[src/rtl/matrix_scan_pkg.sv]
// Shared types and sizing for the matrix scan reader.
// Used by matrix_scan_reader (SCAN_CONTINUOUS_EN selects free-running frames there).
package matrix_scan_pkg;

  localparam int COORD_W = 3;
  localparam int CODE_W  = 3;
  localparam int NCOLS   = 8;
  localparam int NROWS   = 8;
  localparam int ROW_W   = NCOLS * CODE_W;
  localparam int CNT_W   = 8;

  typedef logic [COORD_W-1:0] coord_t;
  typedef logic [CODE_W-1:0]  code_t;
  typedef logic [ROW_W-1:0]   row_t;

  localparam coord_t COL_LAST = coord_t'(NCOLS - 1);
  localparam coord_t ROW_LAST = coord_t'(NROWS - 1);

  typedef enum logic [2:0] {
    ST_IDLE,
    ST_DRIVE,
    ST_SAMPLE,
    ST_EMIT,
    ST_DONE
  } scan_state_t;

  // Reload value for the settle counter; a full coordinate costs div+1 cycles
  // (div cycles in DRIVE counting load..0, then one SAMPLE cycle).
  function automatic logic [CNT_W-1:0] settle_load(input int div);
    return CNT_W'(div - 1);
  endfunction

endpackage

[src/rtl/scan_prescaler.sv]
// Settle down-counter for the matrix scan reader: load, decrement, zero flag.
module scan_prescaler
  import matrix_scan_pkg::*;
(
  input  logic             clk,
  input  logic             rst_n,
  input  logic             load,
  input  logic [CNT_W-1:0] load_val,
  input  logic             dec,
  output logic             zero
);

  logic [CNT_W-1:0] count;

  // Load has priority; decrement saturates at zero.
  always_ff @(posedge clk) begin
    if (!rst_n) begin
      count <= '0;
    end else if (load) begin
      count <= load_val;
    end else if (dec && (count != '0)) begin
      count <= count - 1'b1;
    end
  end

  assign zero = (count == '0);

endmodule

[src/rtl/matrix_scan_reader.sv]
// Matrix scan reader: walks an 8x8 coordinate grid, lets each coordinate settle
// for SCAN_DIV cycles, samples the returned select code and emits one 24-bit
// row per handshake.
// Build option: define SCAN_CONTINUOUS_EN to restart a new frame straight from
// DONE instead of returning to IDLE.
//
// state  | meaning
// IDLE   | waiting for start, busy low
// DRIVE  | coordinate held, settle counter running
// SAMPLE | capture sel_in into slot mdc, advance column
// EMIT   | row_valid high, waiting for row_ready
// DONE   | one-cycle done pulse at end of frame
module matrix_scan_reader
  import matrix_scan_pkg::*;
#(
  parameter int SCAN_DIV = 4
) (
  input  logic               clk,
  input  logic               rst_n,
  input  logic               start,
  output logic [COORD_W-1:0] mdc,
  output logic [COORD_W-1:0] mdl,
  input  logic [CODE_W-1:0]  sel_in,
  output logic [ROW_W-1:0]   row_data,
  output logic [COORD_W-1:0] row_idx,
  output logic               row_valid,
  input  logic               row_ready,
  output logic               busy,
  output logic               done
);

  localparam logic [CNT_W-1:0] SETTLE_LOAD = settle_load(SCAN_DIV);

  scan_state_t state;
  logic        cnt_load;
  logic        cnt_dec;
  logic        cnt_zero;

  scan_prescaler u_prescaler (
    .clk      (clk),
    .rst_n    (rst_n),
    .load     (cnt_load),
    .load_val (SETTLE_LOAD),
    .dec      (cnt_dec),
    .zero     (cnt_zero)
  );

  // Counter is reloaded on every transition into DRIVE, counts down inside it.
  always_comb begin
    cnt_load = 1'b0;
    cnt_dec  = 1'b0;
    unique case (state)
      ST_IDLE:   cnt_load = start;
      ST_DRIVE:  cnt_dec  = !cnt_zero;
      ST_SAMPLE: cnt_load = (mdc != COL_LAST);
      ST_EMIT:   cnt_load = row_ready && (mdl != ROW_LAST);
`ifdef SCAN_CONTINUOUS_EN
      ST_DONE:   cnt_load = 1'b1;
`else
      ST_DONE:   cnt_load = 1'b0;
`endif
      default:   cnt_load = 1'b0;
    endcase
  end

  // Scan sequencer with registered coordinate, row and status outputs.
  always_ff @(posedge clk) begin
    if (!rst_n) begin
      state     <= ST_IDLE;
      mdc       <= '0;
      mdl       <= '0;
      row_data  <= '0;
      row_idx   <= '0;
      row_valid <= 1'b0;
      busy      <= 1'b0;
      done      <= 1'b0;
    end else begin
      done <= 1'b0;
      unique case (state)
        ST_IDLE: begin
          if (start) begin
            state <= ST_DRIVE;
            mdc   <= '0;
            mdl   <= '0;
            busy  <= 1'b1;
          end
        end

        ST_DRIVE: begin
          if (cnt_zero) begin
            state <= ST_SAMPLE;
          end
        end

        ST_SAMPLE: begin
          for (int c = 0; c < NCOLS; c++) begin
            if (mdc == coord_t'(c)) begin
              row_data[c*CODE_W +: CODE_W] <= sel_in;
            end
          end
          if (mdc != COL_LAST) begin
            mdc   <= mdc + 1'b1;
            state <= ST_DRIVE;
          end else begin
            state     <= ST_EMIT;
            row_valid <= 1'b1;
            row_idx   <= mdl;
          end
        end

        ST_EMIT: begin
          if (row_ready) begin
            row_valid <= 1'b0;
            if (mdl != ROW_LAST) begin
              mdl   <= mdl + 1'b1;
              mdc   <= '0;
              state <= ST_DRIVE;
            end else begin
              state <= ST_DONE;
              done  <= 1'b1;
            end
          end
        end

        ST_DONE: begin
`ifdef SCAN_CONTINUOUS_EN
          state <= ST_DRIVE;
          mdc   <= '0;
          mdl   <= '0;
`else
          state <= ST_IDLE;
          busy  <= 1'b0;
`endif
        end

        default: begin
          state     <= ST_IDLE;
          row_valid <= 1'b0;
          busy      <= 1'b0;
        end
      endcase
    end
  end

endmodule

[config.mk]
export PLATFORM = sky130hd
export DESIGN_NAME = matrix_scan_reader
export DESIGN_NICKNAME = d
export VERILOG_FILES = /design/src/rtl/matrix_scan_pkg.sv /design/src/rtl/scan_prescaler.sv /design/src/rtl/matrix_scan_reader.sv
export SDC_FILE = /design/constraint.sdc
export NUM_CORES = 1
export LEC_CHECK = 0
export CORE_MARGIN = 2
export CORE_UTILIZATION = 51
export CTS_CLUSTER_DIAMETER = 200
export DETAILED_ROUTE_END_ITERATION = 8
export MAX_ROUTING_LAYER = met4
export PLACE_DENSITY = 0.89
export SLEW_MARGIN = 20
export SYNTH_ARGS = -nofsm -noshare
export SYNTH_HDL_FRONTEND = slang
export SYNTH_SLANG_ARGS = --single-unit
[constraint.sdc]
create_clock -name clk -period 2.03 [get_ports clk]
set_input_delay 0.406 -clock clk [delete_from_list [all_inputs] [get_ports clk]]
set_output_delay 0.406 -clock clk [all_outputs]
set_load 0.01 [all_outputs]
==> results of run 1 <==
-- power by group through the flow --
stage / Combinational, W / Sequential (W) / Clock, W
6_report: 0.000463 / 0.000994 / 0.000623
5_1_grt: 0.000509 / 0.000999 / 0.000663
4_1_cts: 0.000463 / 0.000993 / 0.000633
3_5_place_dp: 0.000457 / 0.00101 / 0
3_3_place_gp: 0.000442 / 0.00101 / 0
2_1_floorplan: 0.000357 / 0.00101 / 0
-- synth_stat cells, types with 2 or more instances --
library cell | n | area (um2)
sky130_fd_sc_hd__nor2_1 | 13 | 48.8
sky130_fd_sc_hd__nand3b_1 | 4 | 30.0
sky130_fd_sc_hd__mux2i_1 | 20 | 200
sky130_fd_sc_hd__a2111oi_4 | 3 | 82.6
sky130_fd_sc_hd__clkbuf_1 | 8 | 30.0
sky130_fd_sc_hd__nand2_1 | 19 | 71.3
sky130_fd_sc_hd__buf_2 | 4 | 20.0
sky130_fd_sc_hd__nor4_2 | 2 | 25.0
sky130_fd_sc_hd__and2_1 | 2 | 12.5
sky130_fd_sc_hd__dfxtp_1 | 47 | 941
sky130_fd_sc_hd__xnor2_1 | 3 | 26.3
sky130_fd_sc_hd__nor3_1 | 2 | 10.0
sky130_fd_sc_hd__a21boi_0 | 15 | 113
sky130_fd_sc_hd__o21a_1 | 5 | 37.5
sky130_fd_sc_hd__ha_1 | 9 | 113
sky130_fd_sc_hd__inv_1 | 10 | 37.5
sky130_fd_sc_hd__nor2b_1 | 18 | 113
sky130_fd_sc_hd__o21ai_0 | 3 | 15.0
sky130_fd_sc_hd__nand3_1 | 18 | 90.1
sky130_fd_sc_hd__nand2b_1 | 4 | 25.0
sky130_fd_sc_hd__a21oi_1 | 6 | 30.0
sky130_fd_sc_hd__buf_6 | 2 | 22.5
sky130_fd_sc_hd__nor3b_1 | 3 | 22.5
-- worst reg2reg max path: cells and delay by family (launching register included) --
| kind | cells | cell delay, ps |
|---|---|---|
| AOI/OAI and AO/OA | 1 | 540 |
| and+or+nand+nor | 2 | 330 |
| DFF | 1 | 340 |
| muxes | 1 | 240 |
| adders and majority gates | 2 | 360 |
-- cell families (layout without fill, tap and decap cells) --
group | Yosys count | after routing
and+or+nand+nor | 94 | 94
DFF | 47 | 47
AOI/OAI and AO/OA | 38 | 38
buffers and inverters | 24 | 72
muxes | 20 | 20
adders and majority gates | 9 | 9
xor gates and xnor gates | 3 | 3
-- worst max path at each step --
stage	start	endpoint	slack (ps)	cells past startpoint
floorplan	mdl[0]$_SDFFE_PN0P_	u_prescaler.count[3]$_SDFFE_PP0P_	140	6
global placement	row_ready	mdl[0]$_SDFFE_PN0P_	100	5
detailed placement	start	mdc[0]$_SDFFE_PN0P_	50	6
CTS	u_prescaler.count[0]$_SDFFE_PN0P_	u_prescaler.count[7]$_SDFFE_PP0P_	90	6
global route	mdl[1]$_SDFFE_PN0P_	mdl[2]$_SDFFE_PN0P_	7	6
finish	mdl[1]$_SDFFE_PN0P_	mdl[1]$_SDFFE_PN0P_	120	6
-- registers in the layout, indices dropped and copies added (netlist names) --
register           count
busy                   1
done                   1
mdc                    3
mdl                    3
row_data              24
row_idx                3
row_valid              1
state                  3
u_prescaler.count      8
-- area by class of cell --
| cell class | count | share of cell area |
|---|---|---|
| multi-input combinational | 164 | 0.420 |
| clock buffer | 8 | 0.0351 |
| tap | 52 | 0.0228 |
| inverter | 10 | 0.0131 |
| sequential | 47 | 0.330 |
| timing repair buffer | 54 | 0.179 |
-- routing by layer --
layer / wire, um / share of wire
met5: 0 / 0
met4: 101 / 0.022
met3: 196 / 0.043
met2: 2200 / 0.48
met1: 2090 / 0.46
-- metrics by stage --
step / setup slack [ps] / hold slack [ps] / util / instances / power, W
6_report: 123 / 462 / 0.665 / 335 / 0.00208
5_1_grt: 6.50 / 486 / 0.665 / 335 / 0.00217
4_1_cts: 94.7 / 467 / 0.662 / 335 / 0.00209
3_5_place_dp: 53.9 / 456 / 0.639 / 327 / 0.00147
3_3_place_gp: 101 / 452 / 0.639 / 327 / 0.00145
2_1_floorplan: 137 / 488 / - / 235 / 0.00136
==> run_results.csv, run 1 <==
group,metric,value,unit
outcome,run_status,"finished, final reports clean",
logic_synthesis,synth_async_sr_flop_share,0,
global_routing,grt_util_met2,0.320,
sta,total_negative_setup_slack,0,ps
worst_hold_path,whs_path_depth,2,
clock_tree,clock_path_buffers,2,
pwr,switching_fraction,0.285,
logic_synthesis,synth-main-ff-cell,"sky130_fd_sc_hd__dfxtp_1",
detailed_routing,route.antenna.remaining_nets,0,
setup_path,cp-end-kind,"flip-flop",
logic_synthesis,yosysWarningCount,0,
sta,setup-violations-final,0,
detailed_routing,drtIter0Drc,55,
logic_synthesis,synth_area_in_compound_gates,0.150,
setup_path,critPathBufInv,0,
placement,placedInstanceArea,2740,um2
sta,finalClockSkew,2.79,ps
logic_synthesis,synth_sequential_area_ratio,0.420,
detailed_routing,remaining_drc_errors,0,
layout,multi_input_area,1200,um2
setup_path,r2r.worst_path.cells,6,
detailed_routing,wl_per_cell,13.7,um
detailed_routing,postRouteWirelength,4580,um
sta,grt_setup_unrepaired,"no",
die,die-area,4940,um2
layout,stdcell_area,2860,um2
logic_synthesis,ys_ff_latch,47,
sta,layout_min_cycle_time,1910,ps
setup_path,r2r-start,"mdl[1]$_SDFFE_PN0P_",
sta,max_slew_margin,0.575,
clock_tree,cts.reportedPaths.clkPinSlew,80,ps
flow_run,cap_violations,0,
layout,most_frequent_standard_cell_in_the_layout_excluding_fill_and_tap_cells,"sky130_fd_sc_hd__dfxtp_1",
layout,num-nets-final,298,
worst_hold_path,path_type_of_the_worst_min_delay_path,"flip-flop to flip-flop",
setup_path,cp_top_family,"compound AO/OA/AOI/OAI gates",
setup_path,reg2reg_slack,120,ps
pwr,share_seq_of_total_power,0.478,
setup_path,reg_to_reg_critical_path_endpoint,"mdl[1]$_SDFFE_PN0P_",
sta,timing_worst_slew_pin_value,632,ps
clock_tree,hold_buffers,0,
die,pin_count,43,
setup_path,crit_path_start_kind,"flip-flop",
logic_synthesis,syn-mean-instance-area,9.54,um2
logic_synthesis,synthAdderAreaFrac,0.0503,
global_routing,grt_antenna_before_repair,0,
layout,areaGrowthSynthToFinish,27.4,%
clock_tree,cts_root_buffer,"sky130_fd_sc_hd__clkbuf_8",
clock_tree,cts_buffers,5,
detailed_routing,vias_per_cell,5.31,
logic_synthesis,muxShareOfSynthArea,0.0893,
global_routing,maximum_number_of_pins_on_one_net_before_global_route_repair,22,
detailed_routing,route.vias.total,1780,
placement,finalWeightedCongestion,0.802,
worst_hold_path,holdPathEnd,"row_data[9]$_SDFFE_PN0P_",
logic_synthesis,syn_area,2240,um2
pwr,p_int,0.00149,W
sta,slew_viol_final,0,
clock_tree,cts-htree-levels,2,
detailed_routing,drt-pass1-iter-count,4,
layout,fillers,354,
global_routing,busiest_layer,"met2",
setup_path,path_cells,"ha_1 -> ha_2 -> nand3b_1 -> a2111oi_4 -> mux2i_1 -> nor2b_1",
layout,insertedDiodeCount,0,
setup_path,slowest_stage,"sky130_fd_sc_hd__a2111oi_4",
worst_hold_path,min-delay-start,"row_data[9]$_SDFFE_PN0P_",
logic_synthesis,post_synth_and_or_nand_nor_area_fraction,0.230,
global_routing,grt_pass1_wl,7830,um
setup_path,cp_data_arrival_time,2110,ps
placement,numPortBuffers,42,
setup_path,critPathMaxFanout,4,
logic_synthesis,syn-instance-count,235,
layout,layout.area.seq,942,um2
pwr,power.leakage,1.05,nW
global_routing,grt_use_total,0.204,
die,start_util,0.522,
die,core_area,4290,um2
setup_path,critical_path.max_stage_delay,540,ps
clock_tree,postCtsSetupBuffers,0,
clock_tree,clock_sinks,47,
global_routing,globalRoute.totalOverflow,0,
layout,drive_above_1_share,0.117,
setup_path,critPathRequiredTime,2230,ps
global_routing,groute.layer.met3.usage,0.0534,
logic_synthesis,synthDistinctLibCells,38,
layout,layout.cells.most_common_list,"sky130_fd_sc_hd__dfxtp_1 (46), sky130_fd_sc_hd__clkdlybuf4s50_1 (42), sky130_fd_sc_hd__mux2i_1 (20)",
logic_synthesis,synth-xor-area-share,0.0117,
pwr,power_density,729,nW/um2
sta,finalHoldViolations,0,
placement,place_hpwl,3280,um
clock_tree,cts_repair_resize_count,0,
sta,fmax,524,MHz
logic_synthesis,synth_top_family_by_area,"simple AND/OR/NAND/NOR gates",
global_routing,globalRouteMet1Util,0.247,
clock_tree,clk_latency,310,ps
sta,final.period_utilization,0.940,
pwr,p_sw,0.000593,W
global_routing,first_global_vias,1712,
die,fp.dieH,70.3,um
die,placement_rows,24,
pwr,power.share.clock,0.300,
pwr,power_frac_comb,0.223,
setup_path,crit_type,"flip-flop to flip-flop",
die,die_x,70.3,um
logic_synthesis,syn_nets,251,
logic_synthesis,number_of_enable_type_register_cells_in_the_synthesized_netlist,0,
pwr,vdd_drop_max,0.553,mV
clock_tree,cts_tree,"yes",
No activity file was read; power rests on OpenSTA's default activity.
==> inputs of run 2 (changes only) <==
Settings changed: CAP_MARGIN set to 30, HOLD_SLACK_MARGIN set to 0.03.
==> results of run 2 <==
The final DEF is identical to that of run 1; final timing and power are the same.
